$ cat src/rtl/lsu_if.sv
// Data memory bus between the LSU (master) and the data memory (slave).
// Request fields are driven by the LSU; grant, read-valid and read data
// come back from the memory.
interface lsu_if;
  logic        req;
  logic        we;
  logic [3:0]  be;
  logic [31:0] addr;
  logic [31:0] wdata;
  logic        gnt;
  logic        rvalid;
  logic [31:0] rdata;

  modport master (
    output req, we, be, addr, wdata,
    input  gnt, rvalid, rdata
  );

  modport slave (
    input  req, we, be, addr, wdata,
    output gnt, rvalid, rdata
  );
endinterface

$ cat src/rtl/lsu.sv
// Load/store unit: captures the execute stage into a stage register,
// issues at most one data-memory access for slot 0, formats load data,
// and presents forwarding/writeback pairs for both issue slots.
module lsu (
  input  logic        clk_i,
  input  logic        rst_i,
  input  logic        valid0_i,
  input  logic        valid1_i,
  input  logic [31:0] alu0_i,
  input  logic [31:0] alu1_i,
  input  logic [31:0] store_data_i,
  input  logic        is_load_i,
  input  logic        is_store_i,
  input  logic [2:0]  funct3_i,
  input  logic        rd_we0_i,
  input  logic [4:0]  rd0_i,
  input  logic        rd_we1_i,
  input  logic [4:0]  rd1_i,
  output logic        stall_o,
  output logic        wm0_o,
  output logic [4:0]  am0_o,
  output logic [31:0] bypass_lsu0_o,
  output logic        wm1_o,
  output logic [4:0]  am1_o,
  output logic [31:0] bypass_lsu1_o,
  output logic        misalign_o,
  lsu_if.master       dmem
);

  typedef enum logic [1:0] {IDLE = 2'd0, REQ = 2'd1, WAIT = 2'd2, DONE = 2'd3} state_e;

  typedef struct packed {
    logic        valid0;
    logic        valid1;
    logic [31:0] alu0;
    logic [31:0] alu1;
    logic [31:0] store_data;
    logic        is_load;
    logic        is_store;
    logic [2:0]  funct3;
    logic        rd_we0;
    logic [4:0]  rd0;
    logic        rd_we1;
    logic [4:0]  rd1;
  } stage_t;

  // Halfword needs an even address, word needs a 4-byte aligned address.
  function automatic logic is_misaligned(input logic [2:0] f3, input logic [1:0] off);
    case (f3[1:0])
      2'b01:   is_misaligned = off[0];
      2'b10:   is_misaligned = (off != 2'b00);
      default: is_misaligned = 1'b0;
    endcase
  endfunction

  // Byte enables for the accessed lanes.
  function automatic logic [3:0] byte_en(input logic [2:0] f3, input logic [1:0] off);
    case (f3[1:0])
      2'b00:   byte_en = 4'b0001 << off;
      2'b01:   byte_en = 4'b0011 << off;
      default: byte_en = 4'b1111;
    endcase
  endfunction

  // Store data replicated across all lanes so the byte enables pick it out.
  function automatic logic [31:0] store_lanes(input logic [2:0] f3, input logic [31:0] sd);
    case (f3[1:0])
      2'b00:   store_lanes = {4{sd[7:0]}};
      2'b01:   store_lanes = {2{sd[15:0]}};
      default: store_lanes = sd;
    endcase
  endfunction

  // Select the addressed lane and sign/zero extend it.
  function automatic logic [31:0] load_fmt(input logic [2:0] f3, input logic [1:0] off,
                                           input logic [31:0] rdata);
    logic [31:0] lane;
    lane = rdata >> {off, 3'b000};
    case (f3)
      3'b000:  load_fmt = {{24{lane[7]}}, lane[7:0]};
      3'b001:  load_fmt = {{16{lane[15]}}, lane[15:0]};
      3'b100:  load_fmt = {24'h000000, lane[7:0]};
      3'b101:  load_fmt = {16'h0000, lane[15:0]};
      default: load_fmt = rdata;
    endcase
  endfunction

  stage_t      in_s;
  stage_t      stage_q, stage_d;
  state_e      state_q, state_d;
  logic [31:0] ldata_q, ldata_d;
  logic        stall_s;
  logic        capture_s;
  logic        in_go_s;
  logic        r_mis_s;

  // Gather execute inputs into one stage record.
  always_comb begin
    in_s            = '0;
    in_s.valid0     = valid0_i;
    in_s.valid1     = valid1_i;
    in_s.alu0       = alu0_i;
    in_s.alu1       = alu1_i;
    in_s.store_data = store_data_i;
    in_s.is_load    = is_load_i;
    in_s.is_store   = is_store_i;
    in_s.funct3     = funct3_i;
    in_s.rd_we0     = rd_we0_i;
    in_s.rd0        = rd0_i;
    in_s.rd_we1     = rd_we1_i;
    in_s.rd1        = rd1_i;
  end

  // Stall while a request waits for grant (a granted store releases at once) or a load waits for data.
  always_comb begin
    stall_s   = ((state_q == REQ) && !(stage_q.is_store && dmem.gnt)) || (state_q == WAIT);
    capture_s = !stall_s;
    in_go_s   = in_s.valid0 && (in_s.is_load || in_s.is_store) &&
                !is_misaligned(in_s.funct3, in_s.alu0[1:0]);
    r_mis_s   = stage_q.valid0 && (stage_q.is_load || stage_q.is_store) &&
                is_misaligned(stage_q.funct3, stage_q.alu0[1:0]);
  end

  // Stage register and load-data holding register next values.
  always_comb begin
    if (capture_s) begin
      stage_d = in_s;
    end else begin
      stage_d = stage_q;
    end
    if ((state_q == WAIT) && dmem.rvalid) begin
      ldata_d = load_fmt(stage_q.funct3, stage_q.alu0[1:0], dmem.rdata);
    end else begin
      ldata_d = ldata_q;
    end
  end

  // Stage and load-data flops.
  always_ff @(posedge clk_i or posedge rst_i) begin
    if (rst_i) begin
      stage_q <= '0;
      ldata_q <= 32'h0000_0000;
    end else begin
      stage_q <= stage_d;
      ldata_q <= ldata_d;
    end
  end

  // FSM state register.
  always_ff @(posedge clk_i or posedge rst_i) begin
    if (rst_i) begin
      state_q <= IDLE;
    end else begin
      state_q <= state_d;
    end
  end

  // FSM next state: a capture always restarts; otherwise advance the pending access.
  always_comb begin
    state_d = state_q;
    if (capture_s) begin
      if (in_go_s) begin
        state_d = REQ;
      end else begin
        state_d = IDLE;
      end
    end else begin
      case (state_q)
        REQ: begin
          if (dmem.gnt && stage_q.is_load) begin
            state_d = WAIT;
          end else begin
            state_d = REQ;
          end
        end
        WAIT: begin
          if (dmem.rvalid) begin
            state_d = DONE;
          end else begin
            state_d = WAIT;
          end
        end
        default: state_d = IDLE;
      endcase
    end
  end

  // FSM outputs: memory request fields, stall and forwarding pairs.
  always_comb begin
    dmem.req      = 1'b0;
    dmem.we       = 1'b0;
    dmem.be       = 4'b0000;
    dmem.addr     = 32'h0000_0000;
    dmem.wdata    = 32'h0000_0000;
    if (state_q == REQ) begin
      dmem.req   = 1'b1;
      dmem.we    = stage_q.is_store;
      dmem.be    = byte_en(stage_q.funct3, stage_q.alu0[1:0]);
      dmem.addr  = {stage_q.alu0[31:2], 2'b00};
      dmem.wdata = stage_q.is_store ? store_lanes(stage_q.funct3, stage_q.store_data)
                                    : 32'h0000_0000;
    end else begin
      dmem.req   = 1'b0;
    end
    stall_o       = stall_s;
    misalign_o    = r_mis_s;
    wm0_o         = stage_q.valid0 && stage_q.rd_we0 && (stage_q.rd0 != 5'd0) && !r_mis_s &&
                    (!stage_q.is_load || (state_q == DONE));
    am0_o         = stage_q.rd0;
    bypass_lsu0_o = stage_q.is_load ? ldata_q : stage_q.alu0;
    wm1_o         = stage_q.valid1 && stage_q.rd_we1 && (stage_q.rd1 != 5'd0);
    am1_o         = stage_q.rd1;
    bypass_lsu1_o = stage_q.alu1;
  end

endmodule

$ cat src/flat_wrapper.sv
// flat-port wrapper written by rule: the top's interface ports become plain ports
module lsu_flat 
  (clk_i, rst_i, valid0_i, valid1_i, alu0_i, alu1_i, store_data_i, is_load_i, is_store_i, funct3_i, rd_we0_i, rd0_i, rd_we1_i, rd1_i, stall_o, wm0_o, am0_o, bypass_lsu0_o, wm1_o, am1_o, bypass_lsu1_o, misalign_o, dmem_req, dmem_we, dmem_be, dmem_addr, dmem_wdata, dmem_gnt, dmem_rvalid, dmem_rdata);
  lsu_if dmem_i ();
  input  logic clk_i;
  input  logic rst_i;
  input  logic valid0_i;
  input  logic valid1_i;
  input  logic [31:0] alu0_i;
  input  logic [31:0] alu1_i;
  input  logic [31:0] store_data_i;
  input  logic is_load_i;
  input  logic is_store_i;
  input  logic [2:0] funct3_i;
  input  logic rd_we0_i;
  input  logic [4:0] rd0_i;
  input  logic rd_we1_i;
  input  logic [4:0] rd1_i;
  output logic stall_o;
  output logic wm0_o;
  output logic [4:0] am0_o;
  output logic [31:0] bypass_lsu0_o;
  output logic wm1_o;
  output logic [4:0] am1_o;
  output logic [31:0] bypass_lsu1_o;
  output logic misalign_o;
  output wire logic [$bits(dmem_i.req)-1:0] dmem_req;
  output wire logic [$bits(dmem_i.we)-1:0] dmem_we;
  output wire logic [$bits(dmem_i.be)-1:0] dmem_be;
  output wire logic [$bits(dmem_i.addr)-1:0] dmem_addr;
  output wire logic [$bits(dmem_i.wdata)-1:0] dmem_wdata;
  input wire logic [$bits(dmem_i.gnt)-1:0] dmem_gnt;
  input wire logic [$bits(dmem_i.rvalid)-1:0] dmem_rvalid;
  input wire logic [$bits(dmem_i.rdata)-1:0] dmem_rdata;
  assign dmem_req = dmem_i.req;
  assign dmem_we = dmem_i.we;
  assign dmem_be = dmem_i.be;
  assign dmem_addr = dmem_i.addr;
  assign dmem_wdata = dmem_i.wdata;
  assign dmem_i.gnt = dmem_gnt;
  assign dmem_i.rvalid = dmem_rvalid;
  assign dmem_i.rdata = dmem_rdata;
  lsu u_core (.clk_i(clk_i), .rst_i(rst_i), .valid0_i(valid0_i), .valid1_i(valid1_i), .alu0_i(alu0_i), .alu1_i(alu1_i), .store_data_i(store_data_i), .is_load_i(is_load_i), .is_store_i(is_store_i), .funct3_i(funct3_i), .rd_we0_i(rd_we0_i), .rd0_i(rd0_i), .rd_we1_i(rd_we1_i), .rd1_i(rd1_i), .stall_o(stall_o), .wm0_o(wm0_o), .am0_o(am0_o), .bypass_lsu0_o(bypass_lsu0_o), .wm1_o(wm1_o), .am1_o(am1_o), .bypass_lsu1_o(bypass_lsu1_o), .misalign_o(misalign_o), .dmem(dmem_i));
endmodule
$ cat config.mk
export PLATFORM = sky130hd
export DESIGN_NAME = lsu_flat
export DESIGN_NICKNAME = d
export VERILOG_FILES = /design/src/rtl/lsu_if.sv /design/src/rtl/lsu.sv /design/src/flat_wrapper.sv
export SDC_FILE = /design/constraint.sdc
export NUM_CORES = 1
export LEC_CHECK = 0
export BUFFER_PORTS_ARGS = -buffer_cell sky130_fd_sc_hd__buf_2
export CAP_MARGIN = 25
export CELL_PAD_IN_SITES_DETAIL_PLACEMENT = 0
export CELL_PAD_IN_SITES_GLOBAL_PLACEMENT = 1
export CORE_AREA = 2 2 141 143
export CTS_BUF_LIST = sky130_fd_sc_hd__clkbuf_4 sky130_fd_sc_hd__clkbuf_8
export CTS_CLUSTER_SIZE = 8
export DETAILED_ROUTE_END_ITERATION = 16
export DIE_AREA = 0 0 143 145
export PLACE_DENSITY_LB_ADDON = 0.3
export SYNTH_ARGS = -nofsm -noshare
export SYNTH_HDL_FRONTEND = slang
export SYNTH_SLANG_ARGS = --single-unit
$ cat constraint.sdc
create_clock -name clk_i -period 13.1 [get_ports clk_i]
set_input_delay 1.31 -clock clk_i [delete_from_list [all_inputs] [get_ports clk_i]]
set_output_delay 1.31 -clock clk_i [all_outputs]
set_load 0.1 [all_outputs]
==> results.md, run 1 <==
- Mean Syn Cell Area: 11.4 sq um
- Setup Viol. Count Final: 0
- Final Hold Violating Endpoints: 0
- Post-cts gate resize count: 0
- Library cells used by synthesis: 49
- Reg2reg start: u_core.state_q[0]$_DFF_PP0_
- DIE AREA: ~21000 sq um
- Core area: between 15000 and 20000 sq um
- Setup TNS Final: 0 ns
- RSZ-0062 raised after global routing: no
- CTS tree: yes
- Busiest grt layer: met2
- Skew-Pair Late Insertion Delay: 0.46 ns
- Compound-Gate Fraction of Synth Area: between 10 and 15%
- RR Endpoint: u_core.stage_q[94]$_DFFE_PP0N_
- Total CTS buffers: 17
- Starting Density: between 40% and 50%
- Pleak: 0.00474 uW
- Crit path kind: reg -> out
- Ys Warns: 0
- Net switching power: between 900 and 1000 uW
- Clk slew on worst S/H paths: 0.10 ns
- Post-synth ARST share: 100%
- Fin crit period: 4.69 ns
- Post-Synth Simple-Gate Area: under 10%
- FF+latch count, synth: 149
- Initial antenna violation count: 4
- Sw frac: ~50%
- Met2 GRT Util: around 34%
- Post-place instance area: ~9000 sq um
- Inst Count DP: roughly 1.2k
- Post-synthesis mux area share: about 23%
- Sequential Power Share: approximately 34%
- Layout cells sized above 1: approximately 52%
- Clk root buf: clkbuf_8
- CP Max Fanout: between 40 and 50
- Worst Tran Pin Value: 1.04 ns
- RD Place Congestion: 0.772
- Vias in the first global route: approximately 6.2k
- Routed wire per std cell: approximately 18 um
- Multi-input logic area: 3560 sq um
- Period utilization: 35.8%
- Layout Skew: around 0.010 ns
- Startpoint types: flop
- Setup Fix Bufs, Post-CTS: 0
- Worst min path class: reg -> reg
- Die Wd: around 140 um
- Pin count of the biggest net entering global routing: slightly below 80
- HP Start: u_core.bypass_lsu1_o[17]$_DFFE_PP0N_
- Initial DRC count: about 320
- Worst EP required: approximately 12 ns
- M3 GR Usage: 6.47%
- H-tree Lvls: 4
- Via density: about 5
- Clk sink count: 149
- Filler cell count: roughly 1.8k
- Final nets: 1089
- Cell Pwr Density: between 150 and 200 nW/um^2
- R2r worst-path depth: 5
- Fmax: 0.213 GHz
- Port-buffer cells: ~300
- Comb pwr share: 46.2%
- Vias: approximately 6k
- First-pass GRT wire length: approximately 34000 um
- Post-Synth XOR/XNOR Area: 0%
- Total track usage: a little over a fifth
- Share of total power in the clock network: 20.1%
- Cell area after synthesis: between 7000 and 8000 sq um
- Clock tree buffer depth: 2
- Gate Count Post-Synth: 701
- Register Area: 3730 sq um
- End of the worst hold path: u_core.bypass_lsu1_o[17]$_DFFE_PP0N_
- Row count: 51
- Post-DRT Antenna Nets: 0
- CTS Hold Bufs: 0
- Reg2reg setup slack: between 10 and 15 ns
- Max Slew Vio Count: 0
- Ports: between 200 and 300
- Worst Hold Depth: 1
- Gr ovfl total: 0
- Seq/Total Area, Yosys: 46.8%
- Drt pass-1 iters: 4
- Post-synth EDFFs: 0
- Hold slack: roughly 0.51 ns
- Adder-cell share of the synthesized area: 1.57%
- WP data arrival: 3.38 ns
- DR DRC count: 0
- Die height: approximately 150 um
- Relative slew slack: between 30% and 40%
- Post-Route WL: roughly 22000 um
- Main synth FF type: dfrtp_1
- Hpwl dp: around 16000 um
- Syn-to-layout area delta: 21.2%
- Crit. End Element: primary output
- Met1 usage: 27.4%
- Status: finished, final reports clean
- Internal power component: 862 uW
- Maximum VDD drop: 0.0000885 V
- Cell Count, Final, Fillers Out: between 1k and 1.5k
- Max_cap viols: 0
- Post-Layout Inst Area: 9660 sq um
- Largest family of logic cells by synthesized area: multiplexers
-- state kept, by name, summed over array words and instances, names as in the netlist --
name / cells
u_core.am1_o: 5
u_core.state_q: 2
u_core.am0_o: 5
u_core.ldata_q: 32
u_core.stage_q: 73
u_core.bypass_lsu1_o: 32
-- power by group through the flow --
| stage | registers (uW) | clock network, uW | logic (uW) |
|---|---|---|---|
| global route | 607 | 388 | 853 |
| global placement | 602 | 0 | 818 |
| detailed placement | 605 | 0 | 820 |
| finish | 595 | 356 | 817 |
| CTS | 596 | 367 | 821 |
| floorplan | 573 | 0 | 754 |
-- stage by stage --
| stage | util [%] | worst slack (ns) | total power (uW) |
|---|---|---|---|
| after floorplan | - | 7.08 | 1330 |
| after global placement | 48.0 | 8.96 | 1420 |
| after detailed placement | 48.1 | 8.89 | 1420 |
| after CTS | 50.1 | 8.36 | 1780 |
| after global routing | 50.3 | 8.21 | 1850 |
| final | 50.3 | 8.41 | 1770 |
-- area by class of cell --
cell class | count | share of cell area, %
clock buffer | 17 | 2.42
clock inverter | 15 | 1.61
sequential | 149 | 38.6
tap | 265 | 3.43
inverter | 18 | 0.751
antenna | 4 | 0.104
timing repair buffer | 303 | 16.2
multi-input combinational | 439 | 36.9
-- cells in the mapped netlist (all sizes together) (2+ instances only) --
master   instances  area, sq um
and3             8         50.1
o22ai            9         62.6
inv             18         67.6
ha              10          125
a221oi          14          135
nand2           40          150
nand2b           3         18.8
a311oi          14          123
a22o             6         52.6
buf             77          557
clkbuf          19         71.3
or2              2         12.5
dfrtp          149         3730
nor2            30          129
mux2i           20          200
or3              2         12.5
a21boi           2         15.0
nand3            7         35.0
mux2           142         1610
and2            33          206
a22oi           16          120
a21oi           15         78.8
a31oi            2         12.5
o2bb2ai          7         61.3
nor2b           10         62.6
o21ai           34          174
-- routing by layer --
metal / vias up / wire [um]
met5: - / 7
met4: 2 / 324
met3: 22 / 1760
met2: 241 / 10500
met1: 2972 / 9400
li1: 2912 / -
-- kinds of logic after synthesis --
| family | Yosys count |
|---|---|
| AOI/OAI and AO/OA | 126 |
| adders and majority gates | 10 |
| buffers and inverters | 114 |
| and+or+nand+nor | 139 |
| DFF | 149 |
| muxes | 162 |
| other | 1 |
-- worst max-delay path by stage --
| stage | from | endpoint | depth (start not counted) |
|---|---|---|---|
| 2_1_floorplan | u_core.stage_q[13]$_DFFE_PP0N_ | wm0_o | 6 |
| 3_3_place_gp | u_core.state_q[1]$_DFF_PP0_ | dmem_wdata[29] | 5 |
| 3_5_place_dp | u_core.state_q[1]$_DFF_PP0_ | dmem_wdata[13] | 5 |
| 4_1_cts | u_core.state_q[1]$_DFF_PP0_ | dmem_wdata[13] | 5 |
| 5_1_grt | u_core.state_q[1]$_DFF_PP0_ | dmem_wdata[30] | 5 |
| 6_report | u_core.state_q[1]$_DFF_PP0_ | dmem_wdata[13] | 5 |
-- placed cells by master (no fill, tap or decap), types with 4 or more instances in the layout --
| master | count |
|---|---|
| buf_2 | 296 |
| dfrtp_1 | 148 |
| mux2_2 | 140 |
| nand2_1 | 40 |
| and2_1 | 33 |
| o21ai_0 | 30 |
| nor2_1 | 29 |
| mux2i_1 | 20 |
| inv_1 | 17 |
| clkbuf_8 | 17 |
| a22oi_1 | 16 |
| a311oi_1 | 14 |
| a21oi_1 | 13 |
| a221oi_1 | 12 |
| nor2b_1 | 10 |
| ha_1 | 9 |
| and3_1 | 8 |
| o22ai_1 | 8 |
| nand3_1 | 7 |
| o2bb2ai_1 | 7 |
| a22o_1 | 6 |
| inv_6 | 5 |
| inv_8 | 5 |
| buf_4 | 5 |
| diode_2 | 4 |
-- worst max-delay path, cell delays in order (launching register included) --
cell      delay [ns]
dfrtp_1         0.41
inv_1           0.07
ha_2            0.70
nand2_1         0.72
a221oi_1        0.51
buf_2           0.50
(Power assumes the default switching activity.)
==> run 2: changes to the inputs <==
--- a/config.mk
+++ b/config.mk
@@ -9,11 +9,11 @@
 export CAP_MARGIN = 25
 export CELL_PAD_IN_SITES_DETAIL_PLACEMENT = 0
 export CELL_PAD_IN_SITES_GLOBAL_PLACEMENT = 1
-export CORE_AREA = 2 2 141 143
+export CORE_AREA = 2 2 146 148
 export CTS_BUF_LIST = sky130_fd_sc_hd__clkbuf_4 sky130_fd_sc_hd__clkbuf_8
 export CTS_CLUSTER_SIZE = 8
 export DETAILED_ROUTE_END_ITERATION = 16
-export DIE_AREA = 0 0 143 145
+export DIE_AREA = 0 0 148 150
 export PLACE_DENSITY_LB_ADDON = 0.3
 export SYNTH_ARGS = -nofsm -noshare
 export SYNTH_HDL_FRONTEND = slang
==> constraint.sdc (replaced) <==
create_clock -name clk_i -period 4.5 [get_ports clk_i]
set_input_delay 0.45 -clock clk_i [delete_from_list [all_inputs] [get_ports clk_i]]
set_output_delay 0.45 -clock clk_i [all_outputs]
set_load 0.1 [all_outputs]
==> run 2 against run 1 <==
Effect of this change: via count rose by 0.73%; hold slack got worse by 0.37 ns; sequential power rose to 2.9 times the previous value; design area grew 0.26%; clock skew down 0.0011 ns; routed wire length rose by 1.5%; combinational power rose to 2.9 times the previous value; critical endpoint is now dmem_wdata[8]; largest cell class unchanged; highest routed layer unchanged.
==> results.md, run 2 (synthesis gave the netlist of run 1 again) <==
- RR Endpoint: u_core.ldata_q[6]$_DFFE_PP0P_
- Pleak: 0.00477 uW (+0.48%)
- Clk root buf: clkbuf_8
- Final nets: 1091 (+0.18%)
- Starting Density: 38.5% (-3.0 points)
- Post-DRT Antenna Nets: 0 (unchanged)
- Drt pass-1 iters: 5 (+1)
- Row count: 53 (+3.9%)
- Hpwl dp: 16000 um (+0.56%)
- RSZ-0062 raised after global routing: no
- Initial DRC count: 277 (-15%)
- Inst Count DP: 1186 (+1.1%)
- Reg2reg setup slack: 1.75 ns (-8.27 ns)
- First-pass GRT wire length: 34100 um (+0.28%)
- Crit. End Element: primary output
- Status: finished, final reports clean
- Syn-to-layout area delta: 21.5%
- Max Slew Vio Count: 0 (unchanged)
- RD Place Congestion: 0.797 (+3.3%)
- CTS Hold Bufs: 0 (unchanged)
- Maximum VDD drop: 0.000241 V (+170%)
- Worst Tran Pin Value: 0.907 ns (-0.136 ns)
- Die Wd: 148 um (+3.5%)
- Layout cells sized above 1: 52.2% (+0.10 points)
- Post-cts gate resize count: 0 (unchanged)
- Cell Pwr Density: 537 nW/um^2 (+190%)
- Setup Fix Bufs, Post-CTS: 0 (unchanged)
- Total CTS buffers: 17 (unchanged)
- Reg with most FFs: u_core.stage_q
- Port-buffer cells: 296 (unchanged)
- Routed wire per std cell: 18.3 um (+0.55%)
- Fin crit period: about 3.6 ns
- CP Max Fanout: 19 (-60%)
- Max_cap viols: 0 (unchanged)
- Critical Path End: dmem_wdata[8]
- CTS tree: yes
- Ports: 299 (unchanged)
- Crit-path cells: inv_1 -> ha_1 -> or2_2 -> nand3_1 -> a221oi_1 -> buf_2
- Die height: 150 um (+3.4%)
- Final worst setup slack: 0.941 ns (-7.47 ns)
- Reg2reg start: u_core.stage_q[13]$_DFFE_PP0N_
- Relative slew slack: 39.5% (+9.1 points)
- Vias in the first global route: 6105 (-1.9%)
- Most common cell after layout, fill and taps aside: buf_2
- Cell Count, Final, Fillers Out: 1221 (+0.91%)
- Hold slack: 0.142 ns (-0.366 ns)
- DIE AREA: 22200 sq um (+7.1%)
- Layout Skew: 0.00937 ns (-0.00107 ns)
- Final Hold Violating Endpoints: 0 (unchanged)
- Max reg flops: 73 (unchanged)
- DR DRC count: 0 (unchanged)
- Via density: 5.07 (-0.18%)
- Worst EP required: 4.05 ns (-7.74 ns)
- CP peak stage delay: 0.61 ns (-0.11 ns)
- R2r worst-path depth: 7 (+2)
- Skew-Pair Late Insertion Delay: 0.45 ns (about the same)
- Clk slew on worst S/H paths: 0.09 ns (about the same)
- Clk sink count: 149 (unchanged)
- Startpoint types: flop
- Dpl ws: 1.43 ns (-7.46 ns)
- Worst min path class: in -> async
- Core area: 20700 sq um (+7.7%)
- Post-Route WL: 22300 um (+1.5%)
- H-tree Lvls: 4 (unchanged)
- Commonest cells after routing, fill and taps aside: buf_2 (296), dfrtp_1 (149), mux2_2 (140)
- Setup crit start: u_core.stage_q[13]$_DFFE_PP0N_
- Crit path kind: reg -> out
- Period utilization: ~79%
- Initial antenna violation count: 4 (unchanged)
- Clock tree buffer depth: 2 (unchanged)
- Vias: 6194 (+0.73%)
- CP max-delay cell: ha_1
- Gr ovfl total: 0 (unchanged)
- Fmax: between 0.2 and 0.3 GHz
- WP data arrival: 3.11 ns (-0.27 ns)
- Pin count of the biggest net entering global routing: 128 (+62%)
- Setup Viol. Count Final: 0 (unchanged)
- Total track usage: 19.8% (-1.2 points)
## run 2: changes by cell type in the layout (fill, tap and decap cells not counted), moves of 2 or more
cell,before,now
clkinv_2,0,3
bufinv_16,0,2
buf_4,5,8
clkinv_8,2,0
clkinvlp_4,3,1
inv_8,5,2
## run 2: where the power goes
group          internal, uW  switching, uW
Combinational           542           1870
Sequential             1560            152
Clock                   507            568
Total                  2600           2590
## run 2: layout make-up
class / instances / area, sq um
clock buffer: 17 / 234
sequential: 149 / 3730
inverter: 18 / 72.6
antenna: 3 / 7.51
tap: 275 / 344
fill: 2053 / 11000
multi-input combinational: 439 / 3570
timing repair buffer: 305 / 1560
clock inverter: 15 / 166
## run 2: routing by layer
layer / wire length [um] / global-route usage [%] / up-vias
met5: 13 / 0 / -
met4: 313 / 5.33 / 2
li1: - / - / 2914
met3: 1590 / 5.46 / 26
met2: 10900 / 33.2 / 240
met1: 9570 / 25.4 / 3012
## run 2: worst min path at each step
stage                                                       to  slack, ns
after floorplan                  u_core.ldata_q[7]$_DFFE_PP0P_       0.44
after global placement    u_core.bypass_lsu1_o[20]$_DFFE_PP0N_       0.48
after detailed placement   u_core.bypass_lsu1_o[3]$_DFFE_PP0N_       0.49
after CTS                       u_core.stage_q[29]$_DFFE_PP0N_       0.16
after global routing            u_core.stage_q[27]$_DFFE_PP0N_       0.18
final                           u_core.stage_q[29]$_DFFE_PP0N_       0.14
## run 2: worst max-delay path: cells and delay by family (launching register included)
kind	cells	cell delay (ns)
flip-flops	1	0.57
adder cells (fa/ha/maj)	1	0.61
AO/OA/AOI/OAI	1	0.29
AND/OR/NAND/NOR	2	0.48
buffers and inverters	2	0.72
## run 2: per-stage QoR
step / cell area (sq um) / setup TNS [ns] / utilization, % / total power [uW]
after global placement: 9270 / 0 / 44.8 / 4150
after detailed placement: 9270 / 0 / 44.8 / 4160
after floorplan: 7980 / -1.19 / - / 3860
final: 9680 / 0 / 46.8 / 5200
after global routing: 9680 / 0 / 46.8 / 5430
after CTS: 9670 / 0 / 46.8 / 5250
